===== src/rtl/trace_log_buffer.sv =====
// -----------------------------------------------------------------------------
// trace_log_buffer
//
// Purpose:
//   Decouples the trace logger's log branch from the trace sink. Every accepted
//   log beat is stamped with a free-running cycle timestamp and stored as a
//   {timestamp, data} record in a DEPTH-entry FIFO. Records leave on a
//   valid/ready stream with show-ahead data, so a sink stall never reaches
//   back through the logger's fork onto the monitored AXI channel (in drop
//   mode) or only back-pressures the log branch (default mode).
//
// Build option:
//   TRACE_LOG_DROP_EN  defined   -> log_ready_o is high whenever out of reset;
//                                   beats arriving while full are discarded
//                                   and counted in a saturating drop counter.
//                      undefined -> full FIFO back-pressures the logger;
//                                   drop_cnt_o is constant 0.
//
// Ports:
//   clk          in   1                     clock
//   rst_n        in   1                     asynchronous active-low reset
//   trace_en_i   in   1                     1 = record beats, 0 = sink and discard
//   log_valid_i  in   1                     log beat valid
//   log_ready_o  out  1                     log beat ready
//   log_data_i   in   DATA_WIDTH            log beat payload
//   rec_valid_o  out  1                     record valid to the sink
//   rec_ready_i  in   1                     record ready from the sink
//   rec_data_o   out  TS_WIDTH+DATA_WIDTH   record {ts, data}, head of FIFO
//   level_o      out  $clog2(DEPTH)+1       FIFO occupancy 0..DEPTH
//   drop_cnt_o   out  DROP_CNT_WIDTH        beats dropped while full
// -----------------------------------------------------------------------------
module trace_log_buffer #(
    parameter int DATA_WIDTH     = 64,
    parameter int TS_WIDTH       = 32,
    parameter int DEPTH          = 16,
    parameter int DROP_CNT_WIDTH = 16
) (
    input  logic                           clk,
    input  logic                           rst_n,
    input  logic                           trace_en_i,
    input  logic                           log_valid_i,
    output logic                           log_ready_o,
    input  logic [DATA_WIDTH-1:0]          log_data_i,
    output logic                           rec_valid_o,
    input  logic                           rec_ready_i,
    output logic [TS_WIDTH+DATA_WIDTH-1:0] rec_data_o,
    output logic [$clog2(DEPTH):0]         level_o,
    output logic [DROP_CNT_WIDTH-1:0]      drop_cnt_o
);

    localparam int IDX_W = $clog2(DEPTH);
    localparam int PTR_W = IDX_W + 1;
    localparam int REC_W = TS_WIDTH + DATA_WIDTH;

    localparam logic [PTR_W-1:0]    PTR_ONE = {{(PTR_W-1){1'b0}}, 1'b1};
    localparam logic [TS_WIDTH-1:0] TS_ONE  = {{(TS_WIDTH-1){1'b0}}, 1'b1};

    // Pointer advance; the extra MSB toggles on every wrap of the index bits.
    function automatic logic [PTR_W-1:0] ptr_inc(input logic [PTR_W-1:0] p);
        return p + PTR_ONE;
    endfunction

    // Control state
    logic [TS_WIDTH-1:0] ts_q, ts_d;
    logic [PTR_W-1:0]    wp_q, wp_d;
    logic [PTR_W-1:0]    rp_q, rp_d;

    // Record storage: data only, intentionally not reset
    logic [REC_W-1:0]    mem_q [DEPTH];

    logic empty;
    logic full;
    logic beat;
    logic push;
    logic pop;

    assign empty = (wp_q == rp_q);
    assign full  = (wp_q[IDX_W-1:0] == rp_q[IDX_W-1:0]) &&
                   (wp_q[IDX_W]     != rp_q[IDX_W]);

`ifdef TRACE_LOG_DROP_EN
    // Never stall the logger branch once out of reset.
    assign log_ready_o = rst_n;
`else
    // Discard mode is always ready; recording mode stalls only when full.
    // A pop in the same cycle does not open the gate (no pass-through).
    assign log_ready_o = rst_n & (~trace_en_i | ~full);
`endif

    assign beat = log_valid_i & log_ready_o & trace_en_i;
    // The full qualifier only matters in drop mode; it is redundant otherwise.
    assign push = beat & ~full;
    assign pop  = ~empty & rec_ready_i;

    assign rec_valid_o = ~empty;
    assign rec_data_o  = mem_q[rp_q[IDX_W-1:0]];
    assign level_o     = wp_q - rp_q;

    always_comb begin
        ts_d = ts_q + TS_ONE;
        wp_d = push ? ptr_inc(wp_q) : wp_q;
        rp_d = pop  ? ptr_inc(rp_q) : rp_q;
    end

    always_ff @(posedge clk or negedge rst_n) begin
        if (!rst_n) begin
            ts_q <= '0;
            wp_q <= '0;
            rp_q <= '0;
        end else begin
            ts_q <= ts_d;
            wp_q <= wp_d;
            rp_q <= rp_d;
        end
    end

    // Record write: timestamp is the counter value in the handshake cycle.
    always_ff @(posedge clk) begin
        if (push) begin
            mem_q[wp_q[IDX_W-1:0]] <= {ts_q, log_data_i};
        end
    end

`ifdef TRACE_LOG_DROP_EN
    function automatic logic [DROP_CNT_WIDTH-1:0] sat_inc(
        input logic [DROP_CNT_WIDTH-1:0] v
    );
        return (&v) ? v : v + {{(DROP_CNT_WIDTH-1){1'b0}}, 1'b1};
    endfunction

    logic [DROP_CNT_WIDTH-1:0] drop_q, drop_d;
    logic                      drop;

    // An enabled beat that finds the FIFO full is lost even if a pop
    // happens in the same cycle.
    assign drop = beat & full;

    always_comb begin
        drop_d = drop ? sat_inc(drop_q) : drop_q;
    end

    always_ff @(posedge clk or negedge rst_n) begin
        if (!rst_n) begin
            drop_q <= '0;
        end else begin
            drop_q <= drop_d;
        end
    end

    assign drop_cnt_o = drop_q;
`else
    assign drop_cnt_o = '0;
`endif

endmodule


===== config.mk =====
export PLATFORM = sky130hd
export DESIGN_NAME = trace_log_buffer
export DESIGN_NICKNAME = d
export VERILOG_FILES = /design/src/rtl/trace_log_buffer.sv
export SDC_FILE = /design/constraint.sdc
export NUM_CORES = 1
export LEC_CHECK = 0
export BUFFER_PORTS_ARGS = -buffer_cell sky130_fd_sc_hd__buf_2
export CORE_MARGIN = 2
export CORE_UTILIZATION = 25
export DETAILED_ROUTE_END_ITERATION = 7
export PLACE_DENSITY = 0.43
export SLEW_MARGIN = 10
export SYNTH_ARGS = -nofsm -noshare
export SYNTH_HDL_FRONTEND = slang
export SYNTH_SLANG_ARGS = --single-unit
export TNS_END_PERCENT = 30

===== constraint.sdc =====
create_clock -name clk -period 11.6 [get_ports clk]
set_clock_uncertainty 0.2 [all_clocks]
set_input_delay 1.16 -clock clk [delete_from_list [all_inputs] [get_ports clk]]
set_output_delay 1.16 -clock clk [all_outputs]
set_load 0.02 [all_outputs]

**After elaboration in Yosys (flattened, before gate mapping)**

Memory sizes are Yosys's and may differ from the RTL's.
Cells that the tools add are included.

- Word-level logic and storage cells: 23
- Memory bits (read-only): 0
- Bits in latches: 0
- Bits of input ports: 69
- Register bits: 42
- Bits in writable memories: 1536
- Output and inout bits: 119
- Memories kept: 1

Memory list:

| name | depth | bits a word | rd ports | clocked after Yosys merged registers in | write ports | RTL line | RTL |
|---|---|---|---|---|---|---|---|
| mem_q | 16 | 96 | 1 | 0 | 1 | 69 | `logic [REC_W-1:0] mem_q [DEPTH];` |

- Add/sub/neg operators: 4
- Multipliers: 0
- $lt $le $gt $ge: 0
- Equality and inequality tests: 3
- Bitwise gates (word level): 9
- Multiplexer cells: 2
- Reduce and logical (&&, ||, !) cells: 1
- Shift operators: 0
- Divide/modulo/power cells: 0

Operator list:

| operator | number |
|---|---|
| 32-bit by 1-bit adder with 32-bit output (second input constant) | 1 |
| 5-bit by 1-bit adder with 5-bit output (second input constant) | 2 |
| 1-bit AND | 5 |
| 5-bit equality test | 1 |
| 5-bit subtractor | 1 |
| 4-bit equality test | 1 |
| 1-bit NOT | 3 |
| 1-bit 2-to-1 mux | 2 |
| 1-bit logical AND | 1 |
| 1-bit != test | 1 |
| 1-bit bitwise OR | 1 |

**Depth between registers and ports, before layout**

- Depth after elaboration: 10
- Gate-level depth with buffers: 9
- Depth with buffers taken out: 7

**Least setup slack after synthesis**

Ideal clock, no wire load.

- Path kind: register -> register
- From: reg rp_q[1]
- To: mem mem_q[3][0] in the netlist's numbering, enable pin
- Cell stages (with the launch flop): 10
- Buffers on the path: 3
- Clock period less this slack: 9587 ps
- Path slack: 2013 ps
- Data required time: 10732 ps
- Arrival: 8719 ps
- Cell sequence: dfrtp_1 buf_2 buf_2 inv_2 clkbuf_1 ha_1 and4_1 a21oi_1 nand2_1 nor3_1

- Longest elaborated chain between the ends: 10

RTL lines:

| element | RTL line | RTL |
|---|---|---|
| start: declaration | 66 | `logic [PTR_W-1:0] rp_q, rp_d;` |
| start signal: assignment | 113 | `rp_q <= rp_d;` |
| 4-bit equality test (*) | 78 | `assign full = (wp_q[IDX_W-1:0] == rp_q[IDX_W-1:0]) &&` |
| 1-bit logical AND (*) | 78 |  |
| 1-bit NOT (*) | 87, 92 |  |
| 1-bit bitwise OR | 87 | `assign log_ready_o = rst_n & (~trace_en_i \| ~full);` |
| 1-bit AND | 87 |  |
| 1-bit AND (2 in series) | 90 | `assign beat = log_valid_i & log_ready_o & trace_en_i;` |
| 1-bit AND (*) | 92 | `assign push = beat & ~full;` |
| 1-bit 2-to-1 mux (*) | 119 | `if (push) begin` |
| 1-bit 2-to-1 mux (not written as such) (*) | 120 | `mem_q[wp_q[IDX_W-1:0]] <= {ts_q, log_data_i};` |
| end: declaration | 69 |  |

Every way passes the cells marked *; elsewhere a longest branch is shown, timed or not.

**Worst setup path after layout**

- From: reg rp_q[0]
- To: out rec_data_o[49]

- Longest elaborated chain between the ends: 1

RTL lines:

| element | RTL line | RTL |
|---|---|---|
| memory 16 x 96 bit | - |  |
| end: declaration | 46 | `output logic [TS_WIDTH+DATA_WIDTH-1:0] rec_data_o,` |

No other way between the ends.

==> results.cfg <==
[worst_hold_path]
hold_path.class = input port to asynchronous set/reset pin

[global_routing]
grt_max_degree = 130
grt_pass1_wl_um = 232000
use_met2 = 0.213
use_met3 = 0.0250
grt.total_usage = 0.131
grt-ovfl-total = 0
antenna_found_initial = 22
grt_pass1_vias = 30600
met1_usage = 0.181
grt_busiest_layer = met2

[yosys]
yosys_warnings = 0
synth_top_area_frac = 0.761
syn_avg_cell_area_sq_um = 21.1
netlist_top_cells_area = edfxtp_1 (76%), mux4_2 (14%), nand2_1 (2.5%)
syn_inst = 2869
netlist_area_sq_um = 60600
synth_seq_area_share = 0.779
yosys.area.top_type = edfxtp_1
yosysUniqueCellTypes = 34
ys_ff_latch = 1578

[sta]
maxSlewViolCount = 0
rsz0062_at_grt = false
fin_crit_sh = 0.564
worst_slew_pin_slew_ns = 1.09
timing.final.ws_setup_ns = 5.06
finalSetupTns_ns = 0
setup_violations = 0
slew_headroom = 0.268
fmax_ghz = 0.153
fin_crit_ns = 6.54
final-hold-violation-count = 0
holdWs_ns = 0.254

[critical_path]
worstPathRequired_ns = 10.24
slowest_stage = dfrtp_4
crit_type = flip-flop to output pin
crit_chain = buf_4 > buf_4 > buf_12 > mux4_2 > nand2_1 > and3_1 > a31oi_1 > buf_2
worstPathMaxFanout = 103
end_kind = output pin
cp-start-kind = flip-flop
slowest_delay_ns = 0.81
cp_data_arrival_time_ns = 5.18
cpMostUsedCell = buf_4

[clocking]
clockBufferDepth = 3
holdBufCountCts = 0
tritoncts = built
numClockSinks = 1578
cts_max_level = 4
clkTransAtPathRegs_ns = 0.06
root_buffer = clkbuf_16
post_cts_resize_count = 0
numCtsBuffers = 174
post-cts-setup-buffers = 0
insertion_delay_ns = 0.82

[floorplanning]
core_sq_um = 241000
start_util = 0.252
fp.dieArea_sq_um = 246000
rows = 180
chipWidth_um = 496
io-pin-count = 188
die_h_um = 496

[layout]
drive_gt1_frac = 0.268
final_nets = 3197
syn2layout_area_growth_pct = 16.7
final_cell_mix = edfxtp_1 (1536), nand2_1 (403), mux4_2 (384)
layout.cells.non_filler = 6458
design_area_sq_um = 70700
final_common_cell = edfxtp_1

[route]
antenna_left = 0
initialDrtViolationCount = 2475
vias = 28900
via_per_inst = 4.47
wl_um = 162000
first_pass_iters = 5
drc_errors = 0
wl_per_cell_um = 25.1

[pwr]
vdd_drop_max_v = 0.000165
p_per_area_nw_per_um2 = 232
power_leakage_uw = 0.0231

[run_status]
status = completed

[flow_run]
cap_violations = 0

[placement]
placedCellCount = 6126
port_buffers = 171
preCtsSetupSlack_ns = 5.53
gp_congestion = 0.666
dp_hpwl_um = 79700
place_area_sq_um = 65100
-- metrics by stage --
stage	util	power, uW
after floorplan	-	9690
after global placement	0.271	11400
after detailed placement	0.271	11400
after CTS	0.293	16800
after global routing	0.293	17200
final	0.294	16400
-- worst paths after layout --
check / startpoint / to / slack (ns) / cells after the start
setup / recovery: rp_q[0] / rec_data_o[49] / 5.06 / 8
hold / removal: rst_n / ts_q[0] / 0.25 / 2
setup reg to reg: rp_q[2] / mem_q[10][57] / 5.64 / 8
hold reg to reg: wp_q[4] / wp_q[4] / 0.34 / 1
max in group asynchronous: rst_n / rp_q[3] / 10.35 / 2
min in group clk: wp_q[4] / wp_q[4] / 0.34 / 1
-- cell type report --
type                    count  area [sq um]
diodes                     10          25.0
clock buffers             231          4630
clock inverters            91           893
fillers                 23400        170000
inverters                  12          62.6
multi-input cells        1126         12500
flip-flops and latches   1578         47200
well taps                3185          3990
repair buffers            225          1390
-- synthesized netlist by cell type, drive strengths merged --
master / count
edfxtp: 1536
nand2: 403
mux4: 384
buf: 112
and3: 101
a31oi: 96
clkbuf: 56
dfrtp: 42
xnor2: 32
nor2: 16
nand3: 15
inv: 12
nand4: 11
xor2: 11
ha: 10
nor3: 8
and4: 4
nor4: 4
a21oi: 3
a21boi: 2
a21o: 2
nand2b: 2
nand4b: 2
o21ai: 2
and2: 1
conb: 1
fa: 1
-- sequential cells by signal, summed over array words and instances (netlist names) --
| signal | flops |
|---|---|
| mem_q | 1536 |
| ts_q | 32 |
| rp_q | 5 |
| wp_q | 5 |
-- where the power goes --
group          switching (uW)  internal (uW)  total [uW]  leakage, uW
Combinational            2820           1690        4510      0.00518
Sequential                166           6360        6530       0.0152
Clock                    2290           3070        5360      0.00269
Total                    5280          11100       16400       0.0231
-- worst max-delay path, delay by kind of cell (launching register included) --
family | cells | cell delay, ns
AND/OR/NAND/NOR | 2 | 0.26
AO/OA/AOI/OAI | 1 | 0.38
multiplexers | 1 | 0.37
flip-flops | 1 | 0.81
buffers and inverters | 4 | 2.33
-- routing by layer --
layer / vias up / part of all wire
met1: 15800 / 0.45
li1: 12200 / -
met5: - / 0.000093
met3: 210 / 0.049
met4: 4 / 0.016
met2: 625 / 0.48
-- kinds of logic after synthesis --
group / share of synthesized area
buffers and inverters: 0.0176
XOR/XNOR: 0.00622
AND/OR/NAND/NOR: 0.0416
multiplexers: 0.143
other: 0.0000619
adder cells (fa/ha/maj): 0.00240
AO/OA/AOI/OAI: 0.0108
flip-flops: 0.779
No activity file was read; power rests on OpenSTA's default activity.
